<file path="config.mk">
export PLATFORM = sky130hd
export DESIGN_NAME = mipi_rx_hs_byte_aligner
export DESIGN_NICKNAME = d
export VERILOG_FILES = /design/src/rtl/mipi_rx_hs_byte_aligner.sv
export SDC_FILE = /design/constraint.sdc
export NUM_CORES = 1
export LEC_CHECK = 0
export ABC_AREA = 0
export BUFFER_PORTS_ARGS = -buffer_cell sky130_fd_sc_hd__buf_2
export CAP_MARGIN = 20
export CORE_UTILIZATION = 40
export DETAILED_ROUTE_END_ITERATION = 7
export MAX_ROUTING_LAYER = met4
export REMOVE_ABC_BUFFERS = 1
export SLEW_MARGIN = 40
export SYNTH_ARGS = -nofsm -noshare
export SYNTH_HDL_FRONTEND = slang
export SYNTH_SLANG_ARGS = --single-unit
</file>
<file path="constraint.sdc">
create_clock -name CLK_IN -period 4.11 [get_ports CLK_IN]
set_input_delay 0.822 -clock CLK_IN [delete_from_list [all_inputs] [get_ports CLK_IN]]
set_output_delay 0.822 -clock CLK_IN [all_outputs]
set_load 0.005 [all_outputs]
</file>
<file path="src/rtl/mipi_rx_hs_byte_aligner.sv">
// mipi_rx_hs_byte_aligner: locks onto the D-PHY SoT sync byte at any bit offset and emits aligned HS payload bytes
// Define MIPI_RX_SYNC_ERR_TOL_EN to also accept a sync byte with a single bit error (flagged on SOT_ERR_SOFT).
module mipi_rx_hs_byte_aligner #(
  parameter logic [7:0] SYNC_BYTE = 8'hB8,
  parameter int SYNC_TIMEOUT = 16
) (
  input  logic        CLK_IN,
  input  logic        RST,
  input  logic        HS_EN,
  input  logic [7:0]  HS_RX_DATA,
  input  logic        HS_RXD_VALID,
  output logic [7:0]  BYTE_DATA,
  output logic        BYTE_VALID,
  output logic        SOT,
  output logic        EOT,
  output logic        SOT_ERR,
  output logic        SOT_ERR_SOFT,
  output logic [2:0]  ALIGN_OFFSET,
  output logic [15:0] BYTE_CNT
);
  typedef enum logic [1:0] {IDLE, HUNT, LOCKED, ERR} state_t;
  state_t state;
  logic [7:0] prev;
  logic [7:0] tmo_cnt;
  logic [7:0] tmo_nxt;
  logic [15:0] win;
  logic exact_hit;
  logic [2:0] exact_k;
  logic lock_hit;
  logic lock_soft;
  logic [2:0] lock_k;
  assign win = {HS_RX_DATA, prev};
  assign tmo_nxt = tmo_cnt + 8'd1;
  always_comb begin
    exact_hit = 1'b0;
    exact_k = '0;
    for (int i = 7; i >= 0; i--) begin
      if (win[i +: 8] == SYNC_BYTE) begin
        exact_hit = 1'b1;
        exact_k = 3'(i);
      end
    end
  end
`ifdef MIPI_RX_SYNC_ERR_TOL_EN
  logic soft_hit;
  logic [2:0] soft_k;
  always_comb begin
    soft_hit = 1'b0;
    soft_k = '0;
    for (int i = 7; i >= 0; i--) begin
      if ($countones(win[i +: 8] ^ SYNC_BYTE) == 1) begin
        soft_hit = 1'b1;
        soft_k = 3'(i);
      end
    end
  end
  // An exact match at any offset outranks a 1-bit-error match
  assign lock_soft = !exact_hit && soft_hit;
  assign lock_k = exact_hit ? exact_k : soft_k;
`else
  assign lock_soft = 1'b0;
  assign lock_k = exact_k;
`endif
  assign lock_hit = exact_hit || lock_soft;
  always_ff @(posedge CLK_IN) begin
    if (RST) begin
      state <= IDLE;
      prev <= '0;
      tmo_cnt <= '0;
      BYTE_DATA <= '0;
      BYTE_VALID <= 1'b0;
      SOT <= 1'b0;
      EOT <= 1'b0;
      SOT_ERR <= 1'b0;
      SOT_ERR_SOFT <= 1'b0;
      ALIGN_OFFSET <= '0;
      BYTE_CNT <= '0;
    end else begin
      BYTE_VALID <= 1'b0;
      SOT <= 1'b0;
      EOT <= 1'b0;
      SOT_ERR <= 1'b0;
      SOT_ERR_SOFT <= 1'b0;
      if (HS_RXD_VALID) prev <= HS_RX_DATA;
      case (state)
        IDLE: begin
          prev <= '0;
          tmo_cnt <= '0;
          if (HS_EN) state <= HUNT;
        end
        HUNT: begin
          if (!HS_EN) state <= IDLE;
          else if (HS_RXD_VALID) begin
            if (lock_hit) begin
              ALIGN_OFFSET <= lock_k;
              BYTE_CNT <= '0;
              SOT <= 1'b1;
              SOT_ERR_SOFT <= lock_soft;
              state <= LOCKED;
            end else begin
              tmo_cnt <= tmo_nxt;
              if (tmo_nxt == 8'(SYNC_TIMEOUT)) begin
                SOT_ERR <= 1'b1;
                state <= ERR;
              end
            end
          end
        end
        LOCKED: begin
          if (!HS_EN) begin
            EOT <= 1'b1;
            state <= IDLE;
          end else if (HS_RXD_VALID) begin
            BYTE_DATA <= win[ALIGN_OFFSET +: 8];
            BYTE_VALID <= 1'b1;
            BYTE_CNT <= (BYTE_CNT == 16'hFFFF) ? BYTE_CNT : BYTE_CNT + 16'd1;
          end
        end
        ERR: if (!HS_EN) state <= IDLE;
        default: state <= IDLE;
      endcase
    end
  end
endmodule

</file>
## Yosys cells after proc, flatten, opt, wreduce, memory -nomap -nowiden

Index checks and enable logic that the tools add are counted.

- Shift-type cells: 1
- Equality and inequality tests: 24
- $add $sub $neg: 2
- Multiplexer cells: 38
- Bitwise gates (word level): 4
- Reduce and logical (&&, ||, !) cells: 14

Operator list:

| cell | count |
|---|---|
| $mux 16 | 6 |
| $eq 8x8->1 const B | 8 |
| $pmux 16 s2 | 1 |
| $mux 3 | 8 |
| $mux 8 | 3 |
| $ne 2x2->1 const B | 9 |
| $add 16x1->16 const B | 1 |
| $eq 16x16->1 const B | 1 |
| $pmux 8 s2 | 1 |
| $shiftx 16x4->8 | 1 |
| $mux 1 | 12 |
| $mux 2 | 6 |
| $reduce_and 4->1 | 3 |
| $add 8x1->8 const B | 1 |
| $eq 8x5->1 const B | 1 |
| $reduce_and 7->1 | 1 |
| $pmux 2 s3 | 1 |
| $reduce_or 2->1 | 3 |
| $reduce_or 5->1 | 1 |
| $eq 2x2->1 const B | 2 |
| $ne 4x4->1 const B | 1 |
| $not 1->1 | 4 |
| $reduce_bool 2->1 | 2 |
| $reduce_or 4->1 | 1 |
| other kinds (5) | 5 |

- Input bits: 12
- Word-level logic and storage cells: 93
- Flip-flop bits (word level): 49
- Output and inout port bits: 32

## Logic depth before layout (Yosys ltp)

Gate-level depths: netlist (run 1).

- Depth after elaboration: 13
- Depth in mapped cells: 8
- Depth with buffers taken out: 8

## Worst setup path after synthesis (run 1)

OpenSTA, ideal clock, no wires.

- Path type: input -> register
- From: input HS_RX_DATA[0]
- To: register BYTE_CNT[14]
- Buffers on the path: 1
- Arrival: 2.325 ns
- Stages: 7
- Library setup time: 0.120 ns
- Slack: 1.666 ns
- Cells stage by stage: buf_2 -> nand4bb_1 -> a2111o_1 -> o211ai_2 -> o21bai_2 -> and2_1 -> a211o_1

- Cells in the longest elaborated chain, start to end: 11

RTL lines:

| what | RTL line | source |
|---|---|---|
| from (decl) | 10 | `input logic [7:0] HS_RX_DATA,` |
| $eq 8x8->1 | 38 | `if (win[i +: 8] == SYNC_BYTE) begin` |
| $mux 1 (6 in series) | 38 |  |
| $mux 1 * (2 in series) | 38 |  |
| $ne 2x2->1 (no source line) * | -- |  |
| $reduce_and 7->1 (no source line) * | -- |  |
| to (signal assigned) | 116 | `BYTE_CNT <= (BYTE_CNT == 16'hFFFF) ? BYTE_CNT : BYTE_CNT + 16'd1;` |
| to (decl) | 19 | `output logic [15:0] BYTE_CNT` |

Mark *: on every way between the ends. The rest lies on a longest branch, timed or not.
A chain may end at the register's enable or synchronous reset.

## Worst setup path after layout (run 1)

- From: input HS_RX_DATA[1]
- To: register tmo_cnt[7]

- Cells in the longest elaborated chain, start to end: 11

RTL lines:

| what | RTL line | source |
|---|---|---|
| $eq 8x8->1 | 38 |  |
| $mux 1 (5 in series) | 38 |  |
| $mux 1 * (3 in series) | 38 |  |
| $ne 2x2->1 (no source line) * | -- |  |
| $reduce_and 4->1 (no source line) * | -- |  |
| to (signal assigned) | 101 | `tmo_cnt <= tmo_nxt;` |
| to (decl) | 24 | `logic [7:0] tmo_cnt;` |

Marked as above.

==> flow_summary_export.csv, run 1 <==
group,metric,value,unit
global_routing,grt_max_degree,29,
synth,netlist_area,0.00272,mm2
sta,fin_crit_sh,60.0,%
sta,setup_viol,0,
final_layout,final_common_cell,"dfxtp_1",
clock_tree,cts_root_buf,"clkbuf_8",
placement,place_area,0.00297,mm2
power_and_ir_drop,p_leak,1.09,nW
sta,final-hold-violation-count,0,
clock_tree,insertion_delay,0.30,ns
final_layout,final_cells,432,
global_routing,grt_overflow,0,
setup_path,worstPathRequired,4.35,ns
routing,wl_met2,2870,um
clock_tree,cts_buffers,5,
clock_tree,clk_pin_slew,0.09,ns
final_layout,fillers,658,
setup_path,startpoint,"HS_RX_DATA[1]",
clock_tree,numClockSinks,49,
routing,drt_pass1_iterations,6,
min_path,hp-class,"flip-flop to flip-flop",
routing,vias,2476,
placement,dp_slack,1.36,ns
sta,tns,0,ns
routing,drtIter0Drc,108,
run_status,violations,"DRC",
synth,synth-seq-area-share,36.1,%
routing,wl_per_cell,14.8,um
routing,routed.top_layer,"met4",
setup_path,setup.worst_path.end_class,"flip-flop",
synth,ys.flop_type,"dfxtp_1",
final_layout,drive_above_1_share,18.3,%
die,die-height,84.4,um
sta,relSlewSlack,48.4,%
global_routing,antenna_found_initial,0,
setup_path,cp.arrival,2.70,ns
routing,wl_met1,3150,um
clock_tree,htreeDepth,2,
routing,wirelength,6400,um
setup_path,critPathMaxStageDelay,0.54,ns
synth,synth-seq-cells,49,
sta,worst_clock_skew,0.0110,ns
sta,whs,0.497,ns
synth,synth_edf_count,0,
synth,async_reset_ff_share,0,%
die,coreArea,0.00646,mm2
setup_path,worstSetupPathType,"primary input to flip-flop",
power_and_ir_drop,p_total,811,uW
final_layout,antenna_cells,0,
global_routing,grtUsageTotal,19.3,%
synth,ys.warnings.count,0,
die,rows,29,
setup_path,path_cells,"buf_2 > nor4bb_2 > a22oi_1 > nand3_1 > or2_1 > or4_1 > a31oi_1",
run_status,status,"finished, violations left",
min_path,hold_start,"BYTE_CNT[11]",
setup_path,start_kind,"primary input",
clock_tree,clockBufferDepth,2,
global_routing,first_global_vias,2273,
sta,fmax,406,MHz
synth,synth_top_family_by_area,"simple AND/OR/NAND/NOR gates",
routing,postRouteAntennaNets,0,
power_and_ir_drop,peakVddDrop,127,uV
setup_path,critPathSlowestCell,"or4_1",
synth,synthAdderAreaFrac,1.38,%
final_layout,syn2layout_area_growth,12.4,%
global_routing,grt_pass1_wl,10800,um
sta,worstMarginPinSlew,0.772,ns
placement,place_congestion,0.865,
die,die_w,84.4,um
sta,rsz0062_at_grt,"no",
synth,synth_cell_types,56,
clock_tree,cts_resized,0,
placement,dp_cells,424,
placement,dp_hpwl,4690,um
synth,synth_compound_area_share,18.8,%
clock_tree,holdBufCountCts,0,
final_layout,final_nets,369,
synth,synth_xor_area_share,1.29,%
routing,dr_wl_met3,282,um
routing,drc,6,
synth,synthMuxAreaShare,13.4,%
synth,synth-simple-area-share,25.4,%
clock_tree,tritoncts,"yes",
die,io_pins,44,
setup_path,reg2reg_from,"BYTE_CNT[0]",
sta,period_needed,2.46,ns
sta,fin_ws,1.65,ns
sta,drv_slew,0,
synth,synth_area_per_cell,8.54,um2
die,die-area,0.00712,mm2
placement,port_buffers,42,
final_layout,layout_common_cells,"49 x dfxtp_1, 42 x buf_2, 37 x nor2_1",
final_layout,fin_area,0.00305,mm2
routing,via_per_inst,5.73,
power_and_ir_drop,power_density,266,mW/mm2
die,start_util,42.1,%
setup_path,crit_path_max_fanout,12,
synth,synth_cells,318,
clock_tree,post_cts_buffers,0,
final_layout,post-route-util,47.3,%
run,maxCapViolCount,0,
[worst max-delay path, delay by kind of cell]
kind	cells	cell delay, ns
AOI/OAI and AO/OA	2	0.50
and+or+nand+nor	4	1.24
buffers and inverters	1	0.14
[cell families (layout without fill, tap and decap cells)]
kind of cell | after synthesis | in the layout
DFF | 49 | 49
AOI/OAI and AO/OA | 75 | 75
xor gates and xnor gates | 4 | 4
and+or+nand+nor | 132 | 132
buffers and inverters | 23 | 60
muxes | 31 | 31
adders and majority gates | 3 | 3
other | 1 | 1
[cell usage after synthesis (5+ instances only)]
| library cell | number | area share (%) |
|---|---|---|
| nor2_1 | 37 | 5.1 |
| a31oi_1 | 14 | 3.2 |
| inv_1 | 7 | 0.97 |
| nand3_1 | 18 | 3.3 |
| dfxtp_1 | 49 | 36 |
| a21oi_1 | 9 | 1.7 |
| o211ai_1 | 6 | 1.7 |
| o21ai_0 | 13 | 2.4 |
| nand2_1 | 28 | 3.9 |
| nand4_1 | 6 | 1.4 |
| nor4bb_1 | 7 | 2.6 |
| or4_1 | 5 | 1.4 |
| mux2i_1 | 24 | 8.8 |
| a211oi_1 | 8 | 2.2 |
| nor3_1 | 6 | 1.1 |
| clkbuf_1 | 9 | 1.2 |
[registers in the layout, summed over array words and instances, names as in the netlist]
register	flops
BYTE_CNT	16
BYTE_DATA	8
prev	8
tmo_cnt	8
ALIGN_OFFSET	3
state	2
BYTE_VALID	1
EOT	1
SOT	1
SOT_ERR	1
[layout make-up]
cell class	count	area [um2]	share of cell area (%)
sequential	49	981	32.1
clock inverter	2	10.0	0.328
timing repair buffer	43	218	7.13
tap	77	96.3	3.16
multi-input combinational	246	1640	53.8
clock buffer	6	72.6	2.38
inverter	9	33.8	1.11
[where the power goes]
group	switching, mW	leakage (nW)	total [mW]	internal [mW]
Sequential	0.00514	0.395	0.482	0.477
Combinational	0.0317	0.647	0.0513	0.0196
Clock	0.160	0.0450	0.278	0.118
Total	0.197	1.09	0.811	0.615
[final timing paths]
kind	to	slack, ns	cells after the start
hold reg to reg	BYTE_CNT[11]	0.50	1
hold / removal	BYTE_CNT[11]	0.50	1
setup reg to reg	BYTE_CNT[12]	1.77	7
setup / recovery	tmo_cnt[7]	1.65	7
[metal layers]
layer	up-vias	global-route usage, %
met4	0	6.32
met5	-	-
li1	1267	-
met3	9	3.44
met1	1144	25.4
met2	56	30.0
(Power assumes the default switching activity.)
==> run 2: changes to the inputs <==
==> constraint.sdc (replaced) <==
create_clock -name CLK_IN -period 2.4 [get_ports CLK_IN]
set_input_delay 0.48 -clock CLK_IN [delete_from_list [all_inputs] [get_ports CLK_IN]]
set_output_delay 0.48 -clock CLK_IN [all_outputs]
set_load 0.005 [all_outputs]
==> flow_summary_export.csv, run 2 (synthesized netlist as in run 1, its figures left out) <==
group,metric,value,unit
global_routing,grt_overflow,0,
clock_tree,post_cts_buffers,0,
final_layout,final_nets,382,
clock_tree,tritoncts,"yes",
setup_path,crit_path_max_fanout,5,
final_layout,regMostFlops,"BYTE_CNT",
setup_path,r2r_slack,0.16,ns
final_layout,drive_above_1_share,21.5,%
setup_path,path_cells,"ha_1 > nand3_1 > or4_1 > o21a_1 > nor2_1 > and2_1 > a22o_1",
run,maxCapViolCount,0,
clock_tree,numClockSinks,49,
die,die_w,84.4,um
routing,drtIter0Drc,127,
routing,postRouteAntennaNets,0,
setup_path,worstSetupPathType,"flip-flop to flip-flop",
global_routing,first_global_vias,2349,
clock_tree,cts_buffers,5,
placement,place_congestion,0.851,
clock_tree,htreeDepth,2,
setup_path,critPathSlowestCell,"or4_1",
setup_path,path_buf_inv,0,
final_layout,post-route-util,49.6,%
routing,drc,3,
die,start_util,42.1,%
setup_path,start_kind,"flip-flop",
routing,via_per_inst,5.67,
sta,period_needed,2.24,ns
sta,fin_ws,0.161,ns
final_layout,largest_reg_flops,16,
die,rows,29,
sta,worst_clock_skew,0.00866,ns
routing,wl_per_cell,14.6,um
routing,vias,2522,
placement,port_buffers,42,
clock_tree,insertion_delay,0.30,ns
sta,relSlewSlack,62.3,%
global_routing,antenna_found_initial,0,
final_layout,antenna_cells,0,
final_layout,layout_common_cells,"49 x dfxtp_1, 42 x buf_2, 37 x nor2_1",
sta,tns,0,ns
min_path,hp-class,"primary input to flip-flop",
sta,setup_viol,0,
die,io_pins,44,
sta,worstMarginPinSlew,0.564,ns
global_routing,grtUsageTotal,20.0,%
clock_tree,cts_root_buf,"clkbuf_8",
setup_path,cp.arrival,2.48,ns
clock_tree,holdBufCountCts,0,
final_layout,final_common_cell,"dfxtp_1",
sta,fmax,447,MHz
global_routing,grt_pass1_wl,11300,um
placement,dp_hpwl,4950,um
sta,drv_slew,0,
global_routing,grt_max_degree,20,
power_and_ir_drop,peakVddDrop,250,uV
power_and_ir_drop,p_leak,1.17,nW
final_layout,syn2layout_area_growth,18.0,%
sta,final-hold-violation-count,0,
clock_tree,clk_pin_slew,0.09,ns
setup_path,setup.worst_path.end_class,"flip-flop",
setup_path,path_delay_family,"simple AND/OR/NAND/NOR gates",
routing,drt_pass1_iterations,8,
sta,fin_crit_sh,93.3,%
run_status,status,"finished, violations left",
clock_tree,cts_resized,0,
setup_path,worstPathRequired,2.64,ns
placement,dp_slack,0.132,ns
die,die-height,84.4,um
power_and_ir_drop,power_density,507,mW/mm2
power_and_ir_drop,p_total,1.63,mW
sta,rsz0062_at_grt,"no",
setup_path,critPathMaxStageDelay,0.61,ns
die,coreArea,0.00646,mm2
routing,wirelength,6510,um
run_status,violations,"DRC",
sta,whs,0.417,ns
die,die-area,0.00712,mm2
clock_tree,clockBufferDepth,2,
==> run 2: area by class of cell <==
class                      instances  area, um2
fill                             642       3250
multi-input combinational        246       1640
sequential                        49        981
timing repair buffer              56        315
tap                               77       96.3
clock buffer                       5       68.8
clock inverter                     3       68.8
inverter                           9       33.8
==> run 2: worst paths after layout <==
kind / cells after the start / endpoint / startpoint
max reg2reg: 7 / BYTE_CNT[3] / BYTE_CNT[1]
min: 3 / prev[7] / HS_RX_DATA[7]
min reg2reg: 1 / BYTE_CNT[15] / BYTE_CNT[15]
max: 7 / BYTE_CNT[3] / BYTE_CNT[1]
==> run 2: worst register-to-register path, stage by stage, from the launching register on <==
cell and delay, ns:
dfxtp_1 0.40, ha_1 0.19, nand3_1 0.11, or4_1 0.61
o21a_1 0.24, nor2_1 0.19, and2_1 0.26, a22o_1 0.18
==> run 2: stage by stage <==
step | std cells | area, um2
4_1_cts | 445 | 3210
6_report | 445 | 3210
3_5_place_dp | 437 | 3070
3_3_place_gp | 437 | 3070
2_1_floorplan | 304 | 2660
5_1_grt | 445 | 3210
==> run 2: power breakdown <==
part	switching, mW	internal (mW)	total [mW]
logic	0.0594	0.0397	0.0991
registers	0.00557	0.816	0.822
clock network	0.286	0.419	0.705
total	0.351	1.28	1.63
==> run 2: metal layers <==
layer	part of all wire (%)	global-route usage (%)
met1	48	27.0
met2	46	31.3
met3	4.3	3.05
met4	1.3	5.70
met5	0	-
